$ cat src/rtl/pe_conv_sequencer.sv
// pe_conv_sequencer: walks a KxK window over every valid output pixel, driving one PE and
// returning each finished window sum over a valid/ready handshake.
module pe_conv_sequencer #(
  parameter int KSIZE   = 3,
  parameter int IMG_W   = 28,
  parameter int IMG_H   = 28,
  parameter int ADDR_W  = 10,
  parameter int WADDR_W = 4
) (
  input  logic               clk,
  input  logic               rst,
  input  logic               start,
  output logic               busy,
  output logic               done,
  output logic [ADDR_W-1:0]  fmap_addr,
  input  logic [15:0]        fmap_data,
  output logic [WADDR_W-1:0] wt_addr,
  input  logic [15:0]        wt_data,
  output logic [15:0]        pe_in1,
  output logic [15:0]        pe_in2,
  output logic [30:0]        pe_initsum,
  input  logic [30:0]        pe_result,
  output logic               out_valid,
  input  logic               out_ready,
  output logic [30:0]        out_data,
  output logic [7:0]         out_row,
  output logic [7:0]         out_col
);
  typedef enum logic [2:0] {IDLE, FETCH, MAC, OUT, DONE} state_t;
  localparam logic [WADDR_W-1:0] KM1  = WADDR_W'(KSIZE - 1);
  localparam logic [7:0]         OWM1 = 8'(IMG_W - KSIZE);
  localparam logic [7:0]         OHM1 = 8'(IMG_H - KSIZE);
  state_t               state_q, state_d;
  logic [7:0]           row_q, row_d, col_q, col_d;
  logic [WADDR_W-1:0]   ky_q, ky_d, kx_q, kx_d;
  logic [30:0]          acc_q, acc_d;
  logic [ADDR_W-1:0]    fmap_addr_q, fmap_addr_d;
  logic [WADDR_W-1:0]   wt_addr_q, wt_addr_d;
  logic                 last_tap, last_win, hs;
  assign last_tap = (kx_q == KM1) && (ky_q == KM1);
  assign last_win = (col_q == OWM1) && (row_q == OHM1);
  assign hs       = (state_q == OUT) && out_ready;
  always_ff @(posedge clk) begin
    if (rst) begin
      state_q     <= IDLE;
      row_q       <= '0;
      col_q       <= '0;
      ky_q        <= '0;
      kx_q        <= '0;
      acc_q       <= '0;
      fmap_addr_q <= '0;
      wt_addr_q   <= '0;
    end else begin
      state_q     <= state_d;
      row_q       <= row_d;
      col_q       <= col_d;
      ky_q        <= ky_d;
      kx_q        <= kx_d;
      acc_q       <= acc_d;
      fmap_addr_q <= fmap_addr_d;
      wt_addr_q   <= wt_addr_d;
    end
  end
  always_comb begin
    state_d = state_q;
    unique case (state_q)
      IDLE:    state_d = start ? FETCH : IDLE;
      FETCH:   state_d = MAC;
      MAC:     state_d = last_tap ? OUT : FETCH;
      OUT:     state_d = !out_ready ? OUT : last_win ? DONE : FETCH;
      DONE:    state_d = IDLE;
      default: state_d = IDLE;
    endcase
  end
  // Counters advance on the MAC and handshake edges; addresses are registered from the next values
  // so the FETCH cycle already presents the upcoming tap.
  always_comb begin
    row_d = row_q;
    col_d = col_q;
    ky_d  = ky_q;
    kx_d  = kx_q;
    acc_d = acc_q;
    if (state_q == IDLE && start) begin
      row_d = '0;
      col_d = '0;
      ky_d  = '0;
      kx_d  = '0;
      acc_d = '0;
    end else if (state_q == MAC) begin
      acc_d = pe_result;
      kx_d  = (kx_q < KM1) ? kx_q + 1'b1 : (ky_q < KM1) ? '0 : kx_q;
      ky_d  = (kx_q < KM1) ? ky_q : (ky_q < KM1) ? ky_q + 1'b1 : ky_q;
    end else if (hs) begin
      acc_d = '0;
      ky_d  = '0;
      kx_d  = '0;
      col_d = (col_q < OWM1) ? col_q + 1'b1 : (row_q < OHM1) ? '0 : col_q;
      row_d = (col_q < OWM1) ? row_q : (row_q < OHM1) ? row_q + 1'b1 : row_q;
    end
    fmap_addr_d = ADDR_W'((int'(row_d) + int'(ky_d)) * IMG_W + int'(col_d) + int'(kx_d));
    wt_addr_d   = WADDR_W'(int'(ky_d) * KSIZE + int'(kx_d));
  end
  always_comb begin
    busy       = state_q != IDLE;
    done       = state_q == DONE;
    out_valid  = state_q == OUT;
    out_data   = acc_q;
    out_row    = row_q;
    out_col    = col_q;
    fmap_addr  = fmap_addr_q;
    wt_addr    = wt_addr_q;
    pe_in1     = fmap_data;
    pe_in2     = wt_data;
    pe_initsum = acc_q;
  end
endmodule

$ cat config.mk
export PLATFORM = sky130hd
export DESIGN_NAME = pe_conv_sequencer
export DESIGN_NICKNAME = d
export VERILOG_FILES = /design/src/rtl/pe_conv_sequencer.sv
export SDC_FILE = /design/constraint.sdc
export NUM_CORES = 1
export LEC_CHECK = 0
export CORE_MARGIN = 2
export CORE_UTILIZATION = 41
export CTS_CLUSTER_SIZE = 40
export DETAILED_ROUTE_END_ITERATION = 12
export DONT_BUFFER_PORTS = 1
export HOLD_SLACK_MARGIN = 0.1
export SLEW_MARGIN = 25
export SYNTH_ARGS = -nofsm -noshare
export SYNTH_HDL_FRONTEND = slang
export SYNTH_SLANG_ARGS = --single-unit
$ cat constraint.sdc
create_clock -name clk -period 8.8 [get_ports clk]
set_input_delay 1.32 -clock clk [delete_from_list [all_inputs] [get_ports clk]]
set_output_delay 1.32 -clock clk [all_outputs]
set_load 0.02 [all_outputs]
-- Word-level counts from Yosys, hierarchy flattened
Index checks and enable logic that the tools add are counted.
- register bits after elaboration: 72
- input port bits: 67
- output and inout bits: 127
- word-level logic and storage cells: 65
- add/sub/neg operators: 8
- $mul: 2
- $lt $le $gt $ge: 4
- eq/ne operators: 8
- multiplexer cells: 27
- reductions and logical operators: 8
- operators by type and width (cell ; number):
    $mux 8 ; 10
    $mux 31 ; 2
    $mux 4 ; 10
    $add 8x1->8 const B ; 2
    $eq 8x5->1 const B ; 2
    $lt 8x5->1 const B ; 2
    $pmux 3 s4 ; 1
    $add 10x4->10 ; 1
    $add 10x8->10 ; 1
    $add 8x4->9 ; 1
    $mul 9x3->8 const B ; 1
    $add 4x1->4 const B ; 2
    $eq 4x2->1 const B ; 2
    $lt 4x2->1 const B ; 2
    $eq 3x2->1 const B ; 2
    $mux 3 ; 2
    $add 4x4->4 ; 1
    $logic_and 1x1->1 ; 4
    $mul 4x2->4 const B ; 1
    $eq 3x1->1 const B ; 1
    $eq 3x3->1 const B ; 1
    $logic_not 3->1 ; 1
    $reduce_bool 3->1 ; 1
    $mux 2 ; 1
    other kinds (3) ; 3

-- Longest topological paths before layout
- depth after elaboration: 10
- depth in mapped cells: 28
- mapped depth without buffers: 28

-- Worst setup path after synthesis
Ideal clock, no wire load.
- kind: in2reg
- from: in out_ready
- to: reg fmap_addr_q[9], in the netlist fmap_addr[9]
- setup time: 0.119 ns
- arrival: 5.978 ns
- required time: 8.681 ns
- path slack: 2.703 ns
- stages on the path: 20
- buffers on the path: 1
- path through: and4b_1 buf_6 o211ai_4 nor2_1 a21oi_1 or2_2 fa_1 xnor2_1 fa_1 ha_1 inv_1 fa_1 inv_1 ha_1 ha_1 nand2_1 o21ai_0 o41ai_1 xnor3_1 mux2i_1
- cells in the longest elaborated chain, start to end: 8
- elaborated cells between the ends (all ways): 17
- those cells by class: add/sub: 3; mul: 1; mux: 12; reduce/logical: 1
- RTL lines (item ; RTL line ; source):
    from (decl) ; 24 ; input logic out_ready,
    $logic_and 1x1->1 * ; 42 ; assign hs = (state_q == OUT) && out_ready;
    $mux 8 / $mux 4 (equally long branches) ; 93 ; end else if (hs) begin
    $mux 8 / $mux 4 (equally long branches) ; 89 ; end else if (state_q == MAC) begin
    $mux 8 / $mux 4 (equally long branches) ; 83 ; if (state_q == IDLE && start) begin
    $add 8x4->9 ; 100 ; fmap_addr_d = ADDR_W'((int'(row_d) + int'(ky_d)) * IMG_W + int'(col_d) + int'(kx_d));
    $mul 9x3->8 ; 100 ;
    $add 10x8->10 ; 100 ;
    $add 10x4->10 * ; 100 ;
    to (signal assigned) ; 60 ; fmap_addr_q <= fmap_addr_d;
    to (decl) ; 37 ; logic [ADDR_W-1:0] fmap_addr_q, fmap_addr_d;
Mark *: on every way between the ends. The rest lies on a longest branch, timed or not.
A chain may end at the register's enable or synchronous reset.

-- Worst setup path after layout
- from: in out_ready
- to: reg fmap_addr_q[9], in the netlist fmap_addr[9]
- cells in the longest elaborated chain, start to end: 8
- elaborated cells between the ends (all ways): 17
- those cells by class: add/sub: 3; mul: 1; mux: 12; reduce/logical: 1
- RTL lines (item ; RTL line ; source):
    $logic_and 1x1->1 ; 42 ;
    $mux 8 ; 93 ;
    $mux 8 ; 89 ;
    $mux 8 ; 83 ;
    named net row_d[0] ; 34 ; logic [7:0] row_q, row_d, col_q, col_d;
    $add 8x4->9 ; 100 ;
    $mul 9x3->8 ; 100 ;
    $add 10x8->10 ; 100 ;
    $add 10x4->10 ; 100 ;
The timed path passes the listed nets, and every way through them passes these cells.

==> qor.yml <==
detailed_routing:
  drt_iter0_drc: 175
  route.detailed.drc: 0
  vias: 3168
  vias_per_cell: 5.34
  firstDrtPassIters: 4
  final_antenna_net_count: 0
  wl_mm: 9.39
  routedWlPerCell_um: 15.8
critical_path:
  cp-start-kind: "primary input"
  worst_ep_required_time_ns: 9.04
  arrival_ns: 6.54
  cpMaxStageDelayCell: "fa_1"
  timing.rr.end: "fmap_addr[9]"
  r2r_start: "state_q[1]"
  worstPathMaxFanout: 7
  worst_path_largest_cell_delay_ns: 0.51
  worstSetupPathType: "primary input to flip-flop"
  r2r_cells: 23
  r2r_slack_ns: 2.67
  cp-end-kind: "flip-flop"
  crit_chain: "and4b_1, o211ai_4, nor2_1, xnor2_1, nor2_1, ha_1, inv_1, fa_1, xnor2_1, fa_1, ha_1, inv_1, fa_1, inv_1, ha_1, ha_1, nand2_1, o21ai_0, o41ai_1, xnor3_1, mux2i_1"
  cpMostUsedCell: "ha_1"
global_route:
  grt_antenna_before_repair: 0
  use_met1_pct: 19.6
  grt_busiest_layer: "met2"
  track_usage_pct: 15.7
  grtUsageMet3_pct: 4.04
  grt_pass1_wl_mm: 14.4
  grt_max_degree: 38
  grt_overflow: 0
  use_met2_pct: 25.8
  grt_pass1_vias: 2937
floorplanning:
  die_w_um: 108
  die_y_um: 108
  placementRows: 38
  io_pins: 194
  start_util_pct: 41.7
  dieArea_mm2: 0.0118
  core_area_mm2: 0.0107
worst_hold_path:
  hold_path_end: "ky_q[3]"
  min_delay_path_depth: 2
  min_from: "ky_q[3]"
  hp-class: "flip-flop to flip-flop"
pwr:
  p_per_area_mw_per_mm2: 147
  ir_drop_uv: 66.3
  p_leak_nw: 1.86
sta:
  finalSetupViolations: 0
  period_share_pct: 71.6
  fin_crit_ns: 6.30
  fmax_ghz: 0.159
  maxSlewHeadroom_pct: 49.7
  finClkSkew_ns: 0.0110
  tightest_slew_ns: 0.752
  hold_violations: 0
  fin_tns_setup_ns: 0
  rsz0062_at_grt: "no"
  slew_violations: 0
synth:
  syn_nets: 636
  ys_seq_area_share_pct: 32.2
  synth_seq_cells: 72
  synth_cell_types: 54
  synthFlopType: "dfxtp_1"
  syn_avg_cell_area_um2: 8.61
  syn_area_mm2: 0.00448
  ys_warn_count: 0
  async_reset_ff_share_pct: 0
  synth_edf_count: 0
  syn_inst: 520
cts:
  insertion_delay_ns: 0.35
  path_clk_slew_ns: 0.08
  cts_setup_buffers: 0
  cts_tree: "yes"
  cts-buffers-inserted: 9
  htree_levels: 3
  cts_resized: 0
  clockBufferDepth: 2
  clockRootBuffer: "clkbuf_8"
  postCtsHoldBufs: 0
  cts.sinks: 72
place:
  place.detailed.hpwl_mm: 6.98
  gp_congestion: 0.845
  dp_cells: 578
  port_buffers: 0
finish:
  diodes: 0
  nFillCells: 1125
  multi_input_area_mm2: 0.00235
  drive_above_1_share_pct: 6.40
  fin_cells: 593
  area_growth_syn_to_layout_pct: -3.86
  nNetsFinal: 565
  register_area_mm2: 0.00144
run_status:
  outcome: "completed"
job:
  cap_violations: 0
critical path, delay by kind of cell:
| kind | cells | cell delay [ns] |
|---|---|---|
| xor gates and xnor gates | 3 | 1.03 |
| adders and majority gates | 7 | 2.27 |
| buffers and inverters | 3 | 0.19 |
| and+or+nand+nor | 4 | 0.97 |
| muxes | 1 | 0.13 |
| AOI/OAI and AO/OA | 3 | 0.66 |
cell usage in the layout, fill, tap and decap left out, drive strengths merged, types with 4 or more instances in the layout:
cell and count:
nor2 79, dfxtp 72, ha 39, inv 36, a22oi 32, nand2 31
nor3 14, nor2b 14, a21oi 14, xnor2 13, o21ai 11, fa 10
clkbuf 10, xor2 9, nand3 8, a21o 7, and2 4
stage by stage:
stage / area, um2 / utilization [%] / total power, mW / hold WS (ns) / setup slack, ns
finish: 4300 / 40.1 / 0.635 / 0.554 / 2.50
detailed placement: 4110 / 38.2 / 0.377 / 0.540 / 2.18
floorplan: 4480 / - / 0.397 / 0.496 / 2.70
global route: 4300 / 40.1 / 0.663 / 0.616 / 2.09
CTS: 4300 / 40.0 / 0.646 / 0.553 / 2.54
global placement: 4110 / 38.2 / 0.376 / 0.539 / 2.30
layout make-up:
cell class | instances | area share (%)
sequential | 72 | 33.5
inverter | 35 | 3.05
tap | 140 | 4.07
clock inverter | 5 | 1.31
timing repair buffer | 2 | 0.349
multi-input combinational | 329 | 54.5
clock buffer | 10 | 3.20
Yosys cell counts (2+ instances only):
cell type  instances  area [um2]
or2_2              3        18.8
nand2b_1           2        12.5
ha_1              39         488
nor2b_1           14        87.6
nand4_1            2        12.5
fa_1              10         200
dfxtp_1           72        1440
a21o_1             7        52.6
buf_4             63         473
nand3_1            8        40.0
a211oi_1           2        15.0
and3_1             2        12.5
xor2_1             9        78.8
inv_1             35         131
nor3_1            14        70.1
a21oi_1           14        70.1
buf_6              2        22.5
nor2_1            79         297
buf_2              2        10.0
a31oi_1            2        12.5
o21ai_0           11        55.1
mux2_2             2        22.5
xnor2_1           13         114
o21bai_1           3        22.5
and2_1             4        25.0
clkbuf_1          15        56.3
nand2_1           30         113
mux2i_1            2        20.0
a22oi_1           32         240
o211ai_1           2        15.0
o21a_1             2        15.0
sequential cells by signal, indices dropped and copies added, names as in the netlist:
| register | cells |
|---|---|
| kx_q | 4 |
| ky_q | 4 |
| out_row | 8 |
| out_col | 8 |
| wt_addr | 4 |
| out_data | 31 |
| state_q | 3 |
| fmap_addr | 10 |
power by group:
part | leakage, nW | internal, mW | switching, mW | total [mW]
sequential | 0.581 | 0.329 | 0.0118 | 0.341
combinational | 1.18 | 0.00836 | 0.0201 | 0.0285
clock | 0.0985 | 0.137 | 0.128 | 0.265
total | 1.86 | 0.475 | 0.160 | 0.635
logic make-up (layout without fill, tap and decap cells):
kind of cell | count (synthesis) | count (layout) | synth area share, %
AOI/OAI and AO/OA | 85 | 85 | 13.7
xor gates and xnor gates | 23 | 23 | 4.81
adders and majority gates | 49 | 49 | 15.4
buffers and inverters | 119 | 52 | 15.7
DFF | 72 | 72 | 32.2
muxes | 4 | 4 | 0.950
and+or+nand+nor | 168 | 168 | 17.3
layer usage:
layer	vias up	routed length, um
met5	-	0
met2	98	4470
met1	1519	4160
li1	1531	-
met3	20	577
met4	0	186
worst max path at each step:
stage               startpoint            to  slack (ns)  cells past startpoint
floorplan            out_ready  fmap_addr[9]        2.70                     20
global placement     out_ready  fmap_addr[9]        2.30                     19
detailed placement   out_ready  fmap_addr[9]        2.18                     21
CTS                  out_ready  fmap_addr[9]        2.54                     21
global route         out_ready  fmap_addr[9]        2.09                     21
finish               out_ready  fmap_addr[9]        2.50                     21
Power figures use the tool's default switching activity.
==> patch 1 (config.mk and constraints unchanged) <==
Reset style: asynchronous (`rst`), changed in one clocked block.
--- a/src/rtl/pe_conv_sequencer.sv
+++ b/src/rtl/pe_conv_sequencer.sv
@@ -42,3 +42,3 @@
   assign hs       = (state_q == OUT) && out_ready;
-  always_ff @(posedge clk) begin
+  always_ff @(posedge clk or posedge rst) begin
     if (rst) begin
Function: differs if rst is asserted again (counterexample within 4 cycles, from zero or initial values and one cycle with rst high); with rst held inactive, the same outputs for 10 cycles.
==> patch 1 against the unedited design <==
Sequential cell count did not move. Cell area grew 8.2%. Core utilization increased by 2.3 points. Setup slack better by 0.49 ns. Via count decreased by 5.2%. Hold slack better by 0.081 ns. Synthesized cell count decreased by 4.6%. Routed wire length is 2.9% higher. First-iteration DRC count is 11% lower. Register-to-register slack better by 0.32 ns. Synthesized area grew 4.1%. Largest cell class unchanged.
Power is not compared: it rests on default switching activity, and its combinational part moved more than twofold at a synthesized area within 25%.
==> patch 1: results (changes against the unedited design) <==
| Metric | Value |
|---|---|
| Top cells by area, synth | dfrtp_1, ha_1, buf_4, nand2_1, fa_1 (was dfxtp_1, ha_1, buf_4, nor2_1, a22oi_1) |
| R2r startpoint | out_col[0]$_DFF_PP0_ (was state_q[1]$_SDFF_PP0_) |
| CP Class | register to register (was input port to register) |
| Clock latency on the worst-skew pair | 0.33 ns (was 0.35 ns) |
| Post_cts resized | 0 (unchanged) |
| Vias/cell | 5.179 (was 5.342) |
| Site row count | 38 (unchanged) |
| Initial DRC count | 155 (was 175) |
| Synthesized Nets | 612 (was 636) |
| Status | finished, final reports clean (unchanged) |
| Worst-path fanout max | 7 (unchanged) |
| Share of flip-flops with an asynchronous set or reset | 1.000 (was 0) |
| Routed wl met3 | 776 um (was 577 um) |
| # Post-CTS Setup Buffers | 0 (unchanged) |
| Routed length per instance | 16.67 um (was 15.84 um) |
| Vias in the first global route | 3203 (was 2937) |
| Worst Path Arrival | 6.06 ns (was 6.54 ns) |
| First-pass GRT wire length | 16.20 mm (was 14.39 mm) |
| Slew Limit Fails | 0 (unchanged) |
| Top delay family on crit path | adder cells (unchanged) |
| Placer congestion estimate | 0.7511 (was 0.8454) |
| N_diodes | 0 (unchanged) |
| Yosys warns | 0 (unchanged) |
| Clock Skews | 0.006157 ns (was 0.01101 ns) |
| Leakage | ~2.3 nW |
| 1st-pass router iterations | 4 (unchanged) |
| Htree depth | 3 (unchanged) |
| CTS root buffer | clkbuf_16 (was clkbuf_8) |
| Num CTS Buffers | 9 (unchanged) |
| Slew @ Worst Pin | 0.6658 ns (was 0.7516 ns) |
| Initial antenna violation count | 0 (unchanged) |
| Synth top cells by count | nand2_1, dfrtp_1, buf_4, inv_1 (was nor2_1, dfxtp_1, buf_4, ha_1, inv_1) |
| Ys flop type | dfrtp_1 (was dfxtp_1) |
| Slowest cell on crit path | dfrtp_1 (was fa_1) |
| Share of cells above drive strength 1 | 0.08182 (was 0.06402) |
| Pin count of the biggest net entering global routing | 73 (was 38) |
| Setup crit end | fmap_addr[9]$_DFF_PP0_ (was fmap_addr[9]$_SDFF_PP0_) |
| Reg-to-reg endpoint | fmap_addr[9]$_DFF_PP0_ (was fmap_addr[9]$_SDFF_PP0_) |
| Gr usage total | 0.1646 (was 0.1575) |
| DRT met1 WL | 3.681 mm (was 4.163 mm) |
| CTS Buffer Depth | 2 (unchanged) |
| Hpwl dp | 7.171 mm (was 6.979 mm) |
| Largest stage delay, worst path | 0.56 ns (was 0.51 ns) |
| R2r worst-path depth | 24 (was 23) |
| Worst-path clk slew | 0.06 ns (was 0.08 ns) |
| HP Class | register to register (unchanged) |
| Synth unique cells | 52 (was 54) |
| Met2 WL | 5.040 mm (was 4.466 mm) |
| Flop-to-flop setup slack | 2.99 ns (was 2.67 ns) |
| Max reg flops | 31 (unchanged) |
| I/O Buffers | 0 (unchanged) |
| Sequential share of the synthesized area | 0.3868 (was 0.3220) |
| VDD IR-drop max | 0.0001694 V |
| Final #Nets | 552 (was 565) |
| Highest routed metal layer | met4 (unchanged) |
==> patch 1: through the flow <==
stage	total power [W]	setup WS, ns	instances	instance area [um2]
after floorplan	0.0009814	3.059	496	4658
after global placement	0.0009876	2.815	565	4343
after detailed placement	0.0009983	2.609	565	4345
after CTS	0.001381	2.913	580	4652
after global routing	0.001452	2.509	580	4656
final	0.001349	2.985	580	4656
==> patch 1: cell families (layout without fill, tap and decap cells) <==
group | Yosys count | after routing | share of synthesized area
AND/OR/NAND/NOR | 140 | 140 | 0.1413
XOR/XNOR | 29 | 29 | 0.05748
flip-flops | 72 | 72 | 0.3868
AO/OA/AOI/OAI | 83 | 83 | 0.1088
multiplexers | 5 | 5 | 0.01101
adder cells (fa/ha/maj) | 49 | 49 | 0.1477
buffers and inverters | 118 | 62 | 0.1469
==> patch 1: worst min-delay path by stage <==
stage                      startpoint                 to  slack, ns  depth (start not counted)
floorplan           kx_q[3]$_DFF_PP0_  kx_q[3]$_DFF_PP0_       0.53                          2
global placement    kx_q[3]$_DFF_PP0_  kx_q[3]$_DFF_PP0_       0.62                          2
detailed placement  ky_q[1]$_DFF_PP0_  ky_q[1]$_DFF_PP0_       0.64                          2
CTS                 ky_q[1]$_DFF_PP0_  ky_q[1]$_DFF_PP0_       0.65                          2
global route        kx_q[0]$_DFF_PP0_  kx_q[0]$_DFF_PP0_       0.66                          1
finish              kx_q[0]$_DFF_PP0_  kx_q[0]$_DFF_PP0_       0.63                          1
==> patch 1: power by group <==
part           internal [W]  switching (W)
clock              0.000240       0.000132
sequential         0.000414       0.000240
combinational      0.000112       0.000212
==> patch 1: per-layer routing <==
metal  vias to the layer above  track usage
li1                       1439            -
met1                      1418       0.1770
met2                       122       0.2957
met3                        25      0.06037
met4                         0      0.05917
met5                         -            0
==> patch 1: layout make-up <==
| class | instances | area [um2] |
|---|---|---|
| Fill cell | 1038 | 6327 |
| Multi-Input combinational cell | 306 | 2178 |
| Sequential cell | 72 | 1802 |
| Clock buffer | 12 | 266.5 |
| Tap cell | 140 | 175.2 |
| Inverter | 44 | 167.7 |
| Clock inverter | 3 | 40.04 |
| Timing Repair Buffer | 3 | 26.28 |
==> patch 1: worst reg2reg max path: stages (launching register included) <==
cell and delay (ns):
dfrtp_1 0.56, inv_1 0.14, ha_1 0.21, nor2b_1 0.13, o21ai_2 0.32, and2_0 0.31
xnor2_1 0.09, nor2_1 0.14, ha_1 0.20, inv_1 0.06, fa_1 0.40, xnor2_1 0.48
fa_1 0.51, ha_1 0.21, inv_1 0.08, fa_1 0.41, inv_1 0.07, ha_1 0.22
ha_1 0.34, inv_1 0.06, o21bai_1 0.06, a21oi_1 0.23, o21ai_0 0.16, xnor2_1 0.21
xnor2_1 0.14
==> patch 2 (same settings) <==
Without the edit above. Set the parameter `ADDR_W` to 11 (it was 10).
--- a/src/rtl/pe_conv_sequencer.sv
+++ b/src/rtl/pe_conv_sequencer.sv
@@ -6,3 +6,3 @@
   parameter int IMG_H   = 28,
-  parameter int ADDR_W  = 10,
+  parameter int ADDR_W  = 11,
   parameter int WADDR_W = 4
Interface: changed (resized fmap_addr); port bits go from 194 to 195. The function was not compared with the original's and may differ.
==> patch 2 against the unedited design <==
Clock power grew 9.8%. Critical path depth is the same. Cell area grew 3.5%. Global-route usage grew 0.29 points. Sequential cell count grew 1. Routed wire length grew 1.4%. Power grew 4.8%. Register-to-register slack gained 0.30 ns. Synthesized area grew 2.7%. Setup slack gained 0.094 ns.
==> patch 2: results (changes against the unedited design) <==
| Metric | Value |
|---|---|
| Status | finished, final reports clean (unchanged) |
| Top cells by area, synth | dfxtp_1, ha_1, buf_4, nor2_1, a22oi_1 (unchanged) |
| Synth top cells by count | nor2_1, dfxtp_1, buf_4, ha_1, a22oi_1 (was nor2_1, dfxtp_1, buf_4, ha_1, inv_1) |
| Pin count of the biggest net entering global routing | 37 (was 38) |
| Placed insts | 586 (was 578) |
| Synthesized Nets | 645 (was 636) |
| Placer congestion estimate | 0.8474 (was 0.8454) |
| First-pass GRT wire length | 14.97 mm (was 14.39 mm) |
| Pre-CTS WS | 2.273 ns (was 2.183 ns) |
| Share of cells above drive strength 1 | 0.06277 (was 0.06402) |
| Final #Nets | 575 (was 565) |
| Gr usage total | 0.1603 (was 0.1575) |
| Post-DP Area | 4232 um2 (was 4105 um2) |
| DRT Wirelength | 9.521 mm (was 9.394 mm) |
| Initial DRC count | 153 (was 175) |
| CTS root buffer | clkbuf_8 (unchanged) |
| N_diodes | 0 (unchanged) |
| Routed length per instance | 15.82 um (was 15.84 um) |
| Worst Path Arrival | 6.45 ns (was 6.54 ns) |
| Clock Skews | 0.01276 ns (was 0.01101 ns) |
| Hpwl dp | 7.149 mm (was 6.979 mm) |
| Sequential share of the synthesized area | 0.3179 (was 0.3220) |
| Vias in the first global route | 3066 (was 2937) |
| Via Count | 3207 (was 3168) |
| VDD IR-drop max | 0.00007517 V (was 0.00006634 V) |
| Synth unique cells | 58 (was 54) |
patch 2: cell count changes after synthesis, sizes merged, moves of 3 or more:
cell and change:
a211oi +3, xnor2 +3, or3 +4, inv -4, nand2 -6, a21o +4
nor2 -3
patch 2: cells by family after synthesis:
logic type	after synthesis	synth area share
adder cells (fa/ha/maj)	51	0.1551
buffers and inverters	115	0.1497
XOR/XNOR	26	0.05253
AND/OR/NAND/NOR	168	0.1780
multiplexers	4	0.008710
AO/OA/AOI/OAI	90	0.1380
flip-flops	73	0.3179
patch 2: per-layer routing:
layer | vias to the layer above | track usage | routed length, um
met5 | - | 0 | 0
met4 | 0 | 0.06239 | 145
met3 | 15 | 0.05157 | 774
met2 | 114 | 0.2336 | 4251
met1 | 1494 | 0.2190 | 4350
li1 | 1584 | - | -
patch 2: path summary, 6_finish.rpt:
check | from | to | cells after the start | slack [ns]
worst min-delay path | kx_q[2]$_SDFF_PP0_ | kx_q[2]$_SDFF_PP0_ | 2 | 0.53
worst max register to register | out_col[0]$_SDFF_PP0_ | fmap_addr[10]$_SDFF_PP0_ | 23 | 2.97
worst min register to register | kx_q[2]$_SDFF_PP0_ | kx_q[2]$_SDFF_PP0_ | 2 | 0.53
worst max-delay path | out_ready | fmap_addr[10]$_SDFF_PP0_ | 21 | 2.59
patch 2: layout make-up:
class / count / area, um2
Fill cell: 1107 / 6434
Multi-Input combinational cell: 339 / 2461
Sequential cell: 73 / 1461
Tap cell: 140 / 175.2
Clock buffer: 10 / 127.6
Inverter: 31 / 116.4
Clock inverter: 6 / 90.09
Timing Repair Buffer: 3 / 22.52
patch 2: report_power, final:
group          total (W)  switching [W]  internal [W]
sequential      0.000346      0.0000120      0.000334
clock           0.000291       0.000130      0.000161
combinational  0.0000289      0.0000199    0.00000900
total           0.000666       0.000162      0.000504
